## src/rtl/grn_floyd_ctrl.sv

```systemverilog
// grn_floyd_ctrl: sweeps every initial state of an N_NODES Boolean network,
// runs Floyd tortoise/hare detection on a bank of dual-copy nodes and reports
// {init, meet, period, timeout} per state over a valid/ready handshake.
// Optional macro GRN_TIMEOUT_EN bounds each search phase by MAX_STEPS.
module grn_floyd_ctrl #(
    parameter int N_NODES   = 8,
    parameter int CNT_W     = 16,
    parameter int MAX_STEPS = 1024
) (
    input  logic               clk,
    input  logic               rst_n,
    input  logic               start,
    output logic               busy,
    output logic               reset_nos,
    output logic [N_NODES-1:0] init_state,
    output logic               start_s0,
    output logic               start_s1,
    input  logic [N_NODES-1:0] s0_vec,
    input  logic [N_NODES-1:0] s1_vec,
    output logic               res_valid,
    input  logic               res_ready,
    output logic [N_NODES-1:0] res_init,
    output logic [CNT_W-1:0]   res_meet,
    output logic [CNT_W-1:0]   res_period,
    output logic               res_timeout,
    output logic               done
);
    typedef enum logic [2:0] {
        IDLE, LOAD, STEP, CHECK, PSTEP, PCHECK, REPORT, DONE
    } state_e;

    state_e             state_q;
    logic [N_NODES-1:0] cur_init_q;
    logic [CNT_W-1:0]   hstep_q, hstep_d;
    logic [CNT_W-1:0]   period_q, period_d;
    logic [CNT_W-1:0]   meet_q, res_period_q;
    logic               busy_q, reset_nos_q, start_s0_q, start_s1_q;
    logic               res_valid_q, done_q;
    logic               match;

    assign match = (s0_vec == s1_vec);

`ifdef GRN_TIMEOUT_EN
    localparam logic [CNT_W-1:0] MAX_C  = CNT_W'(MAX_STEPS);
    localparam logic [CNT_W-1:0] MAX2_C = CNT_W'(2 * MAX_STEPS);
    logic timeout_q;
    // The search limit always ends a phase before the counters could wrap.
    assign hstep_d     = hstep_q + CNT_W'(1);
    assign period_d    = period_q + CNT_W'(1);
    assign res_timeout = timeout_q;
`else
    // Unbounded search: counters stick at all-ones rather than wrapping.
    assign hstep_d     = (&hstep_q) ? hstep_q : hstep_q + CNT_W'(1);
    assign period_d    = (&period_q) ? period_q : period_q + CNT_W'(1);
    assign res_timeout = 1'b0;
`endif

    assign busy       = busy_q;
    assign reset_nos  = reset_nos_q;
    assign init_state = cur_init_q;
    assign start_s0   = start_s0_q;
    assign start_s1   = start_s1_q;
    assign res_valid  = res_valid_q;
    assign res_init   = cur_init_q;
    assign res_meet   = meet_q;
    assign res_period = res_period_q;
    assign done       = done_q;

    // Sequencer; every strobe is registered on the transition into its state.
    always_ff @(posedge clk or negedge rst_n) begin
        if (!rst_n) begin
            state_q      <= IDLE;
            cur_init_q   <= '0;
            hstep_q      <= '0;
            period_q     <= '0;
            meet_q       <= '0;
            res_period_q <= '0;
            busy_q       <= 1'b0;
            reset_nos_q  <= 1'b0;
            start_s0_q   <= 1'b0;
            start_s1_q   <= 1'b0;
            res_valid_q  <= 1'b0;
            done_q       <= 1'b0;
`ifdef GRN_TIMEOUT_EN
            timeout_q    <= 1'b0;
`endif
        end else begin
            reset_nos_q <= 1'b0;
            start_s0_q  <= 1'b0;
            start_s1_q  <= 1'b0;
            done_q      <= 1'b0;
            case (state_q)
                IDLE: begin
                    if (start) begin
                        cur_init_q  <= '0;
                        busy_q      <= 1'b1;
                        reset_nos_q <= 1'b1;
                        state_q     <= LOAD;
                    end
                end
                LOAD: begin
                    hstep_q    <= '0;
                    period_q   <= '0;
`ifdef GRN_TIMEOUT_EN
                    timeout_q  <= 1'b0;
`endif
                    start_s0_q <= 1'b1;
                    start_s1_q <= 1'b1;
                    state_q    <= STEP;
                end
                STEP: begin
                    hstep_q <= hstep_d;
                    state_q <= CHECK;
                end
                CHECK: begin
                    // Only an even hare count means the tortoise just moved.
                    if (hstep_q[0]) begin
                        start_s0_q <= 1'b1;
                        start_s1_q <= 1'b1;
                        state_q    <= STEP;
                    end else if (match) begin
                        meet_q     <= hstep_q >> 1;
                        start_s1_q <= 1'b1;
                        state_q    <= PSTEP;
                    end
`ifdef GRN_TIMEOUT_EN
                    else if ((hstep_q >> 1) == MAX_C) begin
                        timeout_q    <= 1'b1;
                        res_period_q <= '0;
                        meet_q       <= MAX_C;
                        res_valid_q  <= 1'b1;
                        state_q      <= REPORT;
                    end
`endif
                    else begin
                        start_s0_q <= 1'b1;
                        start_s1_q <= 1'b1;
                        state_q    <= STEP;
                    end
                end
                PSTEP: begin
                    period_q <= period_d;
                    state_q  <= PCHECK;
                end
                PCHECK: begin
                    // Tortoise is frozen on the cycle; hare walks it once.
                    if (match) begin
                        res_period_q <= period_q;
                        res_valid_q  <= 1'b1;
                        state_q      <= REPORT;
                    end
`ifdef GRN_TIMEOUT_EN
                    else if (period_q == MAX2_C) begin
                        timeout_q    <= 1'b1;
                        res_period_q <= '0;
                        res_valid_q  <= 1'b1;
                        state_q      <= REPORT;
                    end
`endif
                    else begin
                        start_s1_q <= 1'b1;
                        state_q    <= PSTEP;
                    end
                end
                REPORT: begin
                    if (res_ready) begin
                        res_valid_q <= 1'b0;
                        if (&cur_init_q) begin
                            done_q  <= 1'b1;
                            state_q <= DONE;
                        end else begin
                            cur_init_q  <= cur_init_q + 1'b1;
                            reset_nos_q <= 1'b1;
                            state_q     <= LOAD;
                        end
                    end
                end
                DONE: begin
                    busy_q  <= 1'b0;
                    state_q <= IDLE;
                end
                default: state_q <= IDLE;
            endcase
        end
    end
endmodule
```

## config.mk

```make
export PLATFORM = sky130hd
export DESIGN_NAME = grn_floyd_ctrl
export DESIGN_NICKNAME = d
export VERILOG_FILES = /design/src/rtl/grn_floyd_ctrl.sv
export SDC_FILE = /design/constraint.sdc
export NUM_CORES = 1
export LEC_CHECK = 0
export CAP_MARGIN = 0
export CORE_MARGIN = 1
export CORE_UTILIZATION = 35
export CTS_BUF_LIST = sky130_fd_sc_hd__clkbuf_8
export DETAILED_ROUTE_END_ITERATION = 6
export GPL_ROUTABILITY_DRIVEN = 1
export PLACE_DENSITY_LB_ADDON = 0.25
export SETUP_SLACK_MARGIN = 0.3
export SYNTH_ARGS = -nofsm -noshare
export SYNTH_HDL_FRONTEND = slang
export SYNTH_SLANG_ARGS = --single-unit
export TNS_END_PERCENT = 1
```

## constraint.sdc

```tcl
create_clock -name clk -period 2.3 [get_ports clk]
set_clock_uncertainty 0.05 [all_clocks]
set_input_delay 0.69 -clock clk [delete_from_list [all_inputs] [get_ports clk]]
set_output_delay 0.69 -clock clk [all_outputs]
set_load 0.03 [all_outputs]
```

==> flow_metrics.tcl, run 1 <==
set metrics [dict create \
    crit_type "flop to output port" \
    die_x_um 107 \
    grt_overflow 0 \
    layout-area-overhead-vs-synth_pct 36.7 \
    grt_pass1_wl_um 13700 \
    hp-class "input pin to asynchronous set/reset pin" \
    clkSlewWorstSetupHoldPaths_ps 80 \
    power_uw 3360 \
    cts_sinks 80 \
    sw_frac_of_total 0.313 \
    synth_top_area_share 0.517 \
    wirelength_um 8150 \
    n_fill_cell 981 \
    netSwitchingPower_uw 1050 \
    viasPerCell 5.06 \
    numPortBuffers 72 \
    clk_path_buf_depth 2 \
    drcViolationCount 0 \
    dp_slack_ps -326 \
    cts_setup_buffers 0 \
    crit_cells 1 \
    start_kind "flop" \
    dieHeight_um 107 \
    drtIter0Drc 130 \
    reg2reg_slack_ps 350 \
    cp_cell_sequence "dlygate4sd2_1" \
    status "finished, final reports clean" \
    critPathLaunch "init_state[2]$_DFFE_PN0P_" \
    ctsRootBufferMaster "clkbuf_8" \
    dr.pass1.iters 4 \
    p_int_uw 2310 \
    yosys.area.top_type "dfrtp_1" \
    setup_viol 0 \
    p_comb_frac 0.219 \
    layout-drive-gt1-share 0.222 \
    die-area_um2 11500 \
    gp_congestion 0.751 \
    grt_util_all_layers 0.151 \
    arrival_ps 1270 \
    report.final.slew_viol_count 0 \
    finalCriticalPeriod_ps 2010 \
    period_share 0.875 \
    slowest_delay_ps 490 \
    nets 455 \
    async_reset_ff_frac 1.00 \
    end_kind "output port" \
    grt_pass1_vias 2875 \
    critPathTopFamily "flip-flops" \
    grt_max_degree 55 \
    htreeDepth 3 \
    synth_cell_types 50 \
    synthTopCellsByArea "dfrtp_1 (52%), mux2_2 (9.0%), xnor2_1 (4.1%)" \
    reg2reg_depth 6 \
    ys.warnings.count 0 \
    synth.most_common_cell "dfrtp_1" \
    synth-edff-count 0 \
    numCtsBuffers 9 \
    clk_latency_ps 350 \
    power_density_nw_per_um2 634 \
    cp_num_buf_inv 1 \
    synth_common_cells "dfrtp_1 (80), mux2_2 (31), nor2_1 (31)" \
    fmax_ghz 0.497 \
    fin_hold_ws_ps 195 \
    dp_hpwl_um 5760 \
    vias 2919 \
    ant_nets 0 \
    rows 38 \
    ctsHoldBuffers 0 \
    cts_tree "yes" \
    reg2reg_to "hstep_q[4]$_DFFE_PN0P_" \
    crit_fanout 8 \
    hold_viol 0 \
    rsz0062_at_grt "yes" \
    synth_ff_type "dfrtp_1" \
    crit_required_ps 1560 \
    cap_viol_max_count 0 \
    synth_area_per_cell_um2 10.9 \
    ys_seq_area_frac 0.517 \
    wl_per_cell_um 14.1 \
    endpoint "res_init[2]" \
    reg2reg_from "hstep_q[0]$_DFFE_PN0P_" \
    p_leak_uw 0.00326 \
    layout_setup_ws_ps 289 \
    power_frac_seq 0.475 \
    ys_seq_elements 80 \
    grt_antenna_before_repair 0 \
    ios 75 \
    ir_worst_vdd_mv 0.418 \
    initial_core_util 0.359 \
    diodes 0 \
    p_clk_frac 0.306 \
    netlist_instances 354 \
    synth_area_um2 3870 \
    core-area_um2 10800 \
    crit_path_top_delay_cell "dfrtp_1" \
]
## cell usage in the layout, fill, tap and decap left out, types with 4 or more instances in the layout
master / synthesis / final
a21oi_1: 6 / 6
nor2_1: 31 / 30
xor2_1: 11 / 11
nand2_1: 27 / 27
mux2_2: 31 / 19
o21ai_0: 8 / 8
inv_1: 5 / 6
dlymetal6s2s_1: 0 / 66
dfrtp_2: 0 / 5
dfrtp_1: 80 / 75
buf_4: 12 / 17
nor4_1: 6 / 4
and3_1: 4 / 4
clkbuf_8: 0 / 10
or2_2: 4 / 4
nor3_1: 9 / 9
o21a_1: 4 / 4
o31ai_1: 5 / 5
o211ai_1: 4 / 4
mux2_4: 0 / 12
nand4_1: 13 / 13
and4_1: 5 / 4
xnor2_1: 18 / 15
nand3_1: 13 / 12
## state kept, by name, summed over array words and instances, names as in the netlist
name / flops
hstep_q: 16
period_q: 16
res_period: 16
res_meet: 15
init_state: 8
state_q: 3
busy: 1
done: 1
res_valid: 1
reset_nos: 1
start_s0: 1
start_s1: 1
## stage by stage
step	utilization	TNS, ps	area (um^2)	std cells
3_5_place_dp	0.449	-7470	4850	561
2_1_floorplan	-	0	3950	355
6_report	0.491	0	5300	577
3_3_place_gp	0.449	-5850	4850	561
5_1_grt	0.491	0	5300	577
4_1_cts	0.467	0	5040	577
## cell type report
type                            count  area [um^2]  area share
Clock buffer                       10          138      0.0260
Clock inverter                      6         60.1      0.0113
Inverter                            5         18.8     0.00354
Multi-Input combinational cell    246         1860       0.352
Sequential cell                    80         2010       0.379
Tap cell                          140          175      0.0331
Timing Repair Buffer               90         1040       0.196
## power by group through the flow
stage	sequential, uW	combinational (uW)	clock, uW
after detailed placement	1600	696	0
after global placement	1600	687	0
final	1590	735	1030
after global routing	1610	816	1130
after CTS	1580	697	1070
after floorplan	1610	413	0
## worst min-delay path by stage
stage / from / end / cells past startpoint
after floorplan: rst_n / busy$_DFFE_PN0P_ / 0
after global placement: res_period[4]$_DFFE_PN0N_ / res_period[4]$_DFFE_PN0N_ / 1
after detailed placement: res_period[6]$_DFFE_PN0N_ / res_period[6]$_DFFE_PN0N_ / 1
after CTS: rst_n / res_valid$_DFFE_PN0P_ / 1
after global routing: rst_n / res_period[4]$_DFFE_PN0N_ / 1
final: rst_n / res_valid$_DFFE_PN0P_ / 1
## per-layer routing
layer | routed length (um) | track usage | up-vias
met4 | 63 | 0.0479 | 0
met2 | 3980 | 0.238 | 56
li1 | - | - | 1422
met5 | 0 | 0 | -
met3 | 280 | 0.0347 | 5
met1 | 3820 | 0.204 | 1436
## cell families after synthesis
group           Yosys count  synth area share
compound gates           45            0.0823
xor+xnor                 29            0.0655
fa+ha+maj                 3           0.00969
buf+inv                  29            0.0417
flops                    80             0.517
mux                      32            0.0927
other cells               1          0.000968
simple gates            135             0.191
## what timing repair did
action | CTS | global route
gates resized for setup | 3 | 90
cloned | 0 | 0
pin swaps | 0 | 11
endpoints found under the setup margin | 91 | 110
Power figures use the tool's default switching activity.
==> run 2, diff against run 1 <==
==> constraint.sdc (replaced) <==
create_clock -name clk -period 2.3 [get_ports clk]
set_clock_uncertainty 0.05 [all_clocks]
set_input_delay 0.46 -clock clk [delete_from_list [all_inputs] [get_ports clk]]
set_output_delay 0.46 -clock clk [all_outputs]
set_load 0.03 [all_outputs]
==> flow_metrics.tcl, run 2 (synthesized netlist as in run 1, its figures left out) <==
set metrics [dict create \
    status "finished, final reports clean" \
    wirelength_um 8180 \
    numPortBuffers 72 \
    htreeDepth 3 \
    viasPerCell 5.10 \
    hp-class "input pin to asynchronous set/reset pin" \
    layout_commonest_cell "dfrtp_1" \
    post_dp_cell_area_um2 4760 \
    dieHeight_um 107 \
    cts_setup_buffers 0 \
    cts_tree "yes" \
    drcViolationCount 0 \
    crit_required_ps 1790 \
    nets 451 \
    p_comb_frac 0.223 \
    top_usage_layer "met2" \
    finalCriticalPeriod_ps 2060 \
    ctsHoldBuffers 0 \
    cp_num_buf_inv 1 \
    crit_fanout 8 \
    start_kind "flop" \
    setup_viol 0 \
    crit_cells 1 \
    ctsRootBufferMaster "clkbuf_8" \
    dr.pass1.iters 4 \
    layout-area-overhead-vs-synth_pct 28.6 \
    clkSlewWorstSetupHoldPaths_ps 80 \
    n_fill_cell 1013 \
    wl_per_cell_um 14.3 \
    reg2reg_depth 6 \
    clk_path_buf_depth 2 \
    stdcell_area_um2 4980 \
    layout-drive-gt1-share 0.178 \
    die-area_um2 11500 \
    power_density_nw_per_um2 664 \
    netSwitchingPower_uw 1050 \
    hold_viol 0 \
    grt_overflow 0 \
    crit_path_top_delay_cell "clkdlybuf4s50_1" \
    gp_congestion 0.780 \
    arrival_ps 1550 \
    rows 38 \
    p_clk_frac 0.303 \
    layout_common_cells "dfrtp_1 (80), clkdlybuf4s50_1 (70), nor2_1 (31), mux2_2 (31), nand2_1 (27)" \
    vias 2915 \
    crit_type "flop to output port" \
    grt_max_degree 44 \
    cts_sinks 80 \
    end_kind "output port" \
    die_x_um 107 \
    numCtsBuffers 9 \
    grt_pass1_wl_um 13500 \
    drtIter0Drc 117 \
    p_leak_uw 0.00216 \
    layout_setup_ws_ps 236 \
    clk_latency_ps 350 \
    ir_worst_vdd_mv 0.340 \
    slowest_delay_ps 720 \
    grt_antenna_before_repair 0 \
    use_met3 0.0395 \
    critPathTopFamily "buffers and inverters" \
    fmax_ghz 0.485 \
    met2_usage 0.224 \
    ant_nets 0 \
    cp_cell_sequence "clkdlybuf4s50_1" \
    grtUsageMet1 0.214 \
    slew_headroom 0.643 \
    core-area_um2 10800 \
    initial_core_util 0.359 \
    p_int_uw 2260 \
    period_share 0.897 \
    ios 75 \
    power_frac_seq 0.474 \
    dp_slack_ps -48.6 \
    dp_hpwl_um 5650 \
    rsz0062_at_grt "yes" \
    cap_viol_max_count 0 \
    report.final.slew_viol_count 0 \
    diodes 0 \
    sw_frac_of_total 0.316 \
    tightestPinTransition_ps 535 \
    grt_util_all_layers 0.151 \
    grt_pass1_vias 2739 \
]
==> run 2: cell count changes in the layout (fill, tap and decap cells not counted), sizes merged <==
| cell | change |
|---|---|
| buf | -4 |
| clkdlybuf4s50 | +68 |
| dlygate4sd2 | -2 |
| dlymetal6s2s | -65 |
| clkinv | +1 |
| clkbuf | -2 |
| inv | -1 |
==> run 2: per-layer routing <==
layer / wire (um) / up-vias
met5: 0 / -
met4: 96 / 0
met3: 447 / 7
met1: 4090 / 1426
li1: - / 1411
met2: 3540 / 71
==> run 2: area by class of cell <==
class | instances | area (um^2) | share of cell area
Clock buffer | 9 | 124 | 0.0249
Clock inverter | 6 | 61.3 | 0.0123
Inverter | 5 | 18.8 | 0.00377
Multi-Input combinational cell | 246 | 1750 | 0.351
Sequential cell | 80 | 2000 | 0.402
Tap cell | 140 | 175 | 0.0351
Timing Repair Buffer | 86 | 851 | 0.171
==> run 2: worst paths after layout <==
| path | start | to | slack, ps |
|---|---|---|---|
| min in group clk | res_valid$_DFFE_PN0P_ | res_valid$_DFFE_PN0P_ | 440 |
| worst min-delay path | rst_n | res_meet[1]$_DFFE_PN0P_ | 30 |
| worst min register to register | res_valid$_DFFE_PN0P_ | res_valid$_DFFE_PN0P_ | 440 |
| worst max-delay path | init_state[2]$_DFFE_PN0P_ | init_state[2] | 240 |
| worst max register to register | period_q[1]$_DFFE_PN0P_ | period_q[15]$_DFFE_PN0P_ | 280 |
| max in group asynchronous | rst_n | period_q[15]$_DFFE_PN0P_ | 1570 |
==> run 2: power groups by stage <==
stage | registers, uW | clock network (uW) | logic [uW]
2_1_floorplan | 1610 | 0 | 410
4_1_cts | 1560 | 1020 | 710
5_1_grt | 1590 | 1080 | 820
6_report | 1570 | 1000 | 738
3_5_place_dp | 1590 | 0 | 704
3_3_place_gp | 1590 | 0 | 694
==> run 2: stage by stage <==
stage	TNS [ps]	util	hold slack, ps	power, uW	cells
after floorplan	0	-	114	2020	355
after global placement	0	0.441	414	2280	557
after detailed placement	-536	0.441	414	2300	557
after CTS	0	0.459	36.9	3290	572
after global routing	0	0.462	60.1	3490	572
final	0	0.462	27.9	3310	572
==> run 2: repair_timing <==
item | in CTS | in global routing
pin swaps | 0 | 0
resized for setup | 1 | 6
endpoints found under the setup margin | 15 | 52
==> run 3, diff against run 2 <==
CORE_MARGIN = default   (was 1)
PLACE_DENSITY = 0.59   (was default)
PLACE_DENSITY_LB_ADDON = default   (was 0.25)
==> flow_metrics.tcl, run 3 (synthesized netlist as in run 1, its figures left out) <==
set metrics [dict create \
    report.final.slew_viol_count 0 \
    numPortBuffers 72 \
    ctsRootBufferMaster "clkbuf_8" \
    drcViolationCount 0 \
    grt_pass1_vias 2781 \
    crit_type "flop to output port" \
    clk_path_buf_depth 2 \
    die-area_um2 11500 \
    layout_commonest_cell "dfrtp_1" \
    cp_cell_sequence "clkdlybuf4s50_1" \
    grtUsageMet1 0.206 \
    clkSlewWorstSetupHoldPaths_ps 80 \
    top_usage_layer "met2" \
    stdcell_area_um2 4960 \
    rows 38 \
    met2_usage 0.219 \
    period_share 0.886 \
    cts_tree "yes" \
    die_x_um 107 \
    hold_viol 0 \
    cts_sinks 80 \
    clk_latency_ps 350 \
    end_kind "output port" \
    diodes 0 \
    grt_pass1_wl_um 13400 \
    fmax_ghz 0.491 \
    wl_per_cell_um 14.1 \
    dp_hpwl_um 5560 \
    layout-area-overhead-vs-synth_pct 28.0 \
    ctsHoldBuffers 0 \
    dieHeight_um 107 \
    grt_util_all_layers 0.149 \
    slowest_delay_ps 710 \
    cp_num_buf_inv 1 \
    stdcell_count 571 \
    arrival_ps 1530 \
    cts_setup_buffers 0 \
    layout_common_cells "dfrtp_1 (80), clkdlybuf4s50_1 (69), mux2_2 (31), nor2_1 (30), nand2_1 (27)" \
    setup_viol 0 \
    cap_viol_max_count 0 \
    p_leak_uw 0.00217 \
    vias 2867 \
    numCtsBuffers 9 \
    finalCriticalPeriod_ps 2040 \
    layout-drive-gt1-share 0.167 \
    htreeDepth 3 \
    start_kind "flop" \
    grt_max_degree 46 \
    drtIter0Drc 94 \
    dp_cells 555 \
    critPathTopFamily "buffers and inverters" \
    grt_overflow 0 \
    ios 75 \
    viasPerCell 5.02 \
    dr.pass1.iters 4 \
    grt_antenna_before_repair 0 \
    post_dp_cell_area_um2 4740 \
    nets 449 \
    rsz0062_at_grt "yes" \
    wirelength_um 8040 \
    crit_required_ps 1790 \
    status "finished, final reports clean" \
    setup_tns_ps 0 \
    ir_worst_vdd_mv 0.347 \
    fin_hold_ws_ps 13.1 \
    crit_fanout 7 \
    initial_core_util 0.359 \
    hp-class "input pin to asynchronous set/reset pin" \
    crit_path_top_delay_cell "clkdlybuf4s50_1" \
    power_density_nw_per_um2 666 \
    ant_nets 0 \
    gp_congestion 0.767 \
    core-area_um2 10800 \
    use_met3 0.0438 \
]
==> run 3: cell types whose count changed in the layout (fill, tap and decap cells not counted), sizes merged <==
cell / before / now
dlygate4sd2: 0 / 1
buf: 15 / 13
clkinv: 4 / 0
clkbuf: 9 / 11
clkdlybuf4s50: 70 / 69
inv: 5 / 8
==> run 3: power breakdown <==
group | internal, uW | switching [uW]
Sequential | 1480 | 80.1
Clock | 550 | 495
Combinational | 267 | 429
==> run 3: layer usage <==
layer | up-vias | routed length, um
li1 | 1413 | -
met2 | 64 | 3500
met5 | - | 0
met1 | 1383 | 3990
met4 | 0 | 109
met3 | 7 | 445
==> run 3: worst paths after layout <==
path / slack, ps / start / to / depth (start not counted)
setup / recovery: 260 / init_state[3]$_DFFE_PN0P_ / init_state[3] / 1
hold / removal: 10 / rst_n / res_meet[9]$_DFFE_PN0P_ / 1
setup reg to reg: 280 / state_q[1]$_DFFE_PN0P_ / hstep_q[9]$_DFFE_PN0P_ / 5
hold reg to reg: 460 / res_meet[0]$_DFFE_PN0P_ / res_meet[0]$_DFFE_PN0P_ / 1
max in group asynchronous: 1570 / rst_n / period_q[5]$_DFFE_PN0P_ / 2
min in group clk: 460 / res_meet[0]$_DFFE_PN0P_ / res_meet[0]$_DFFE_PN0P_ / 1
==> run 3: layout make-up <==
| cell class | instances | area (um^2) |
|---|---|---|
| clock buffers | 11 | 151 |
| clock inverters | 5 | 48.8 |
| fillers | 1020 | 5830 |
| inverters | 5 | 18.8 |
| multi-input cells | 246 | 1730 |
| flip-flops and latches | 80 | 2000 |
| well taps | 140 | 175 |
| repair buffers | 84 | 835 |
==> run 3: per-stage QoR <==
step / worst slack [ps] / utilization / total power (uW)
2_1_floorplan: 332 / - / 2020
3_3_place_gp: -68.0 / 0.440 / 2270
3_5_place_dp: -128 / 0.440 / 2280
4_1_cts: 221 / 0.458 / 3330
5_1_grt: 174 / 0.460 / 3480
6_report: 263 / 0.460 / 3300
==> run 3: what timing repair did <==
| item | CTS | global route |
|---|---|---|
| resized for setup | 1 | 4 |
| gates cloned | 0 | 0 |
| endpoints found under the setup margin | 29 | 44 |
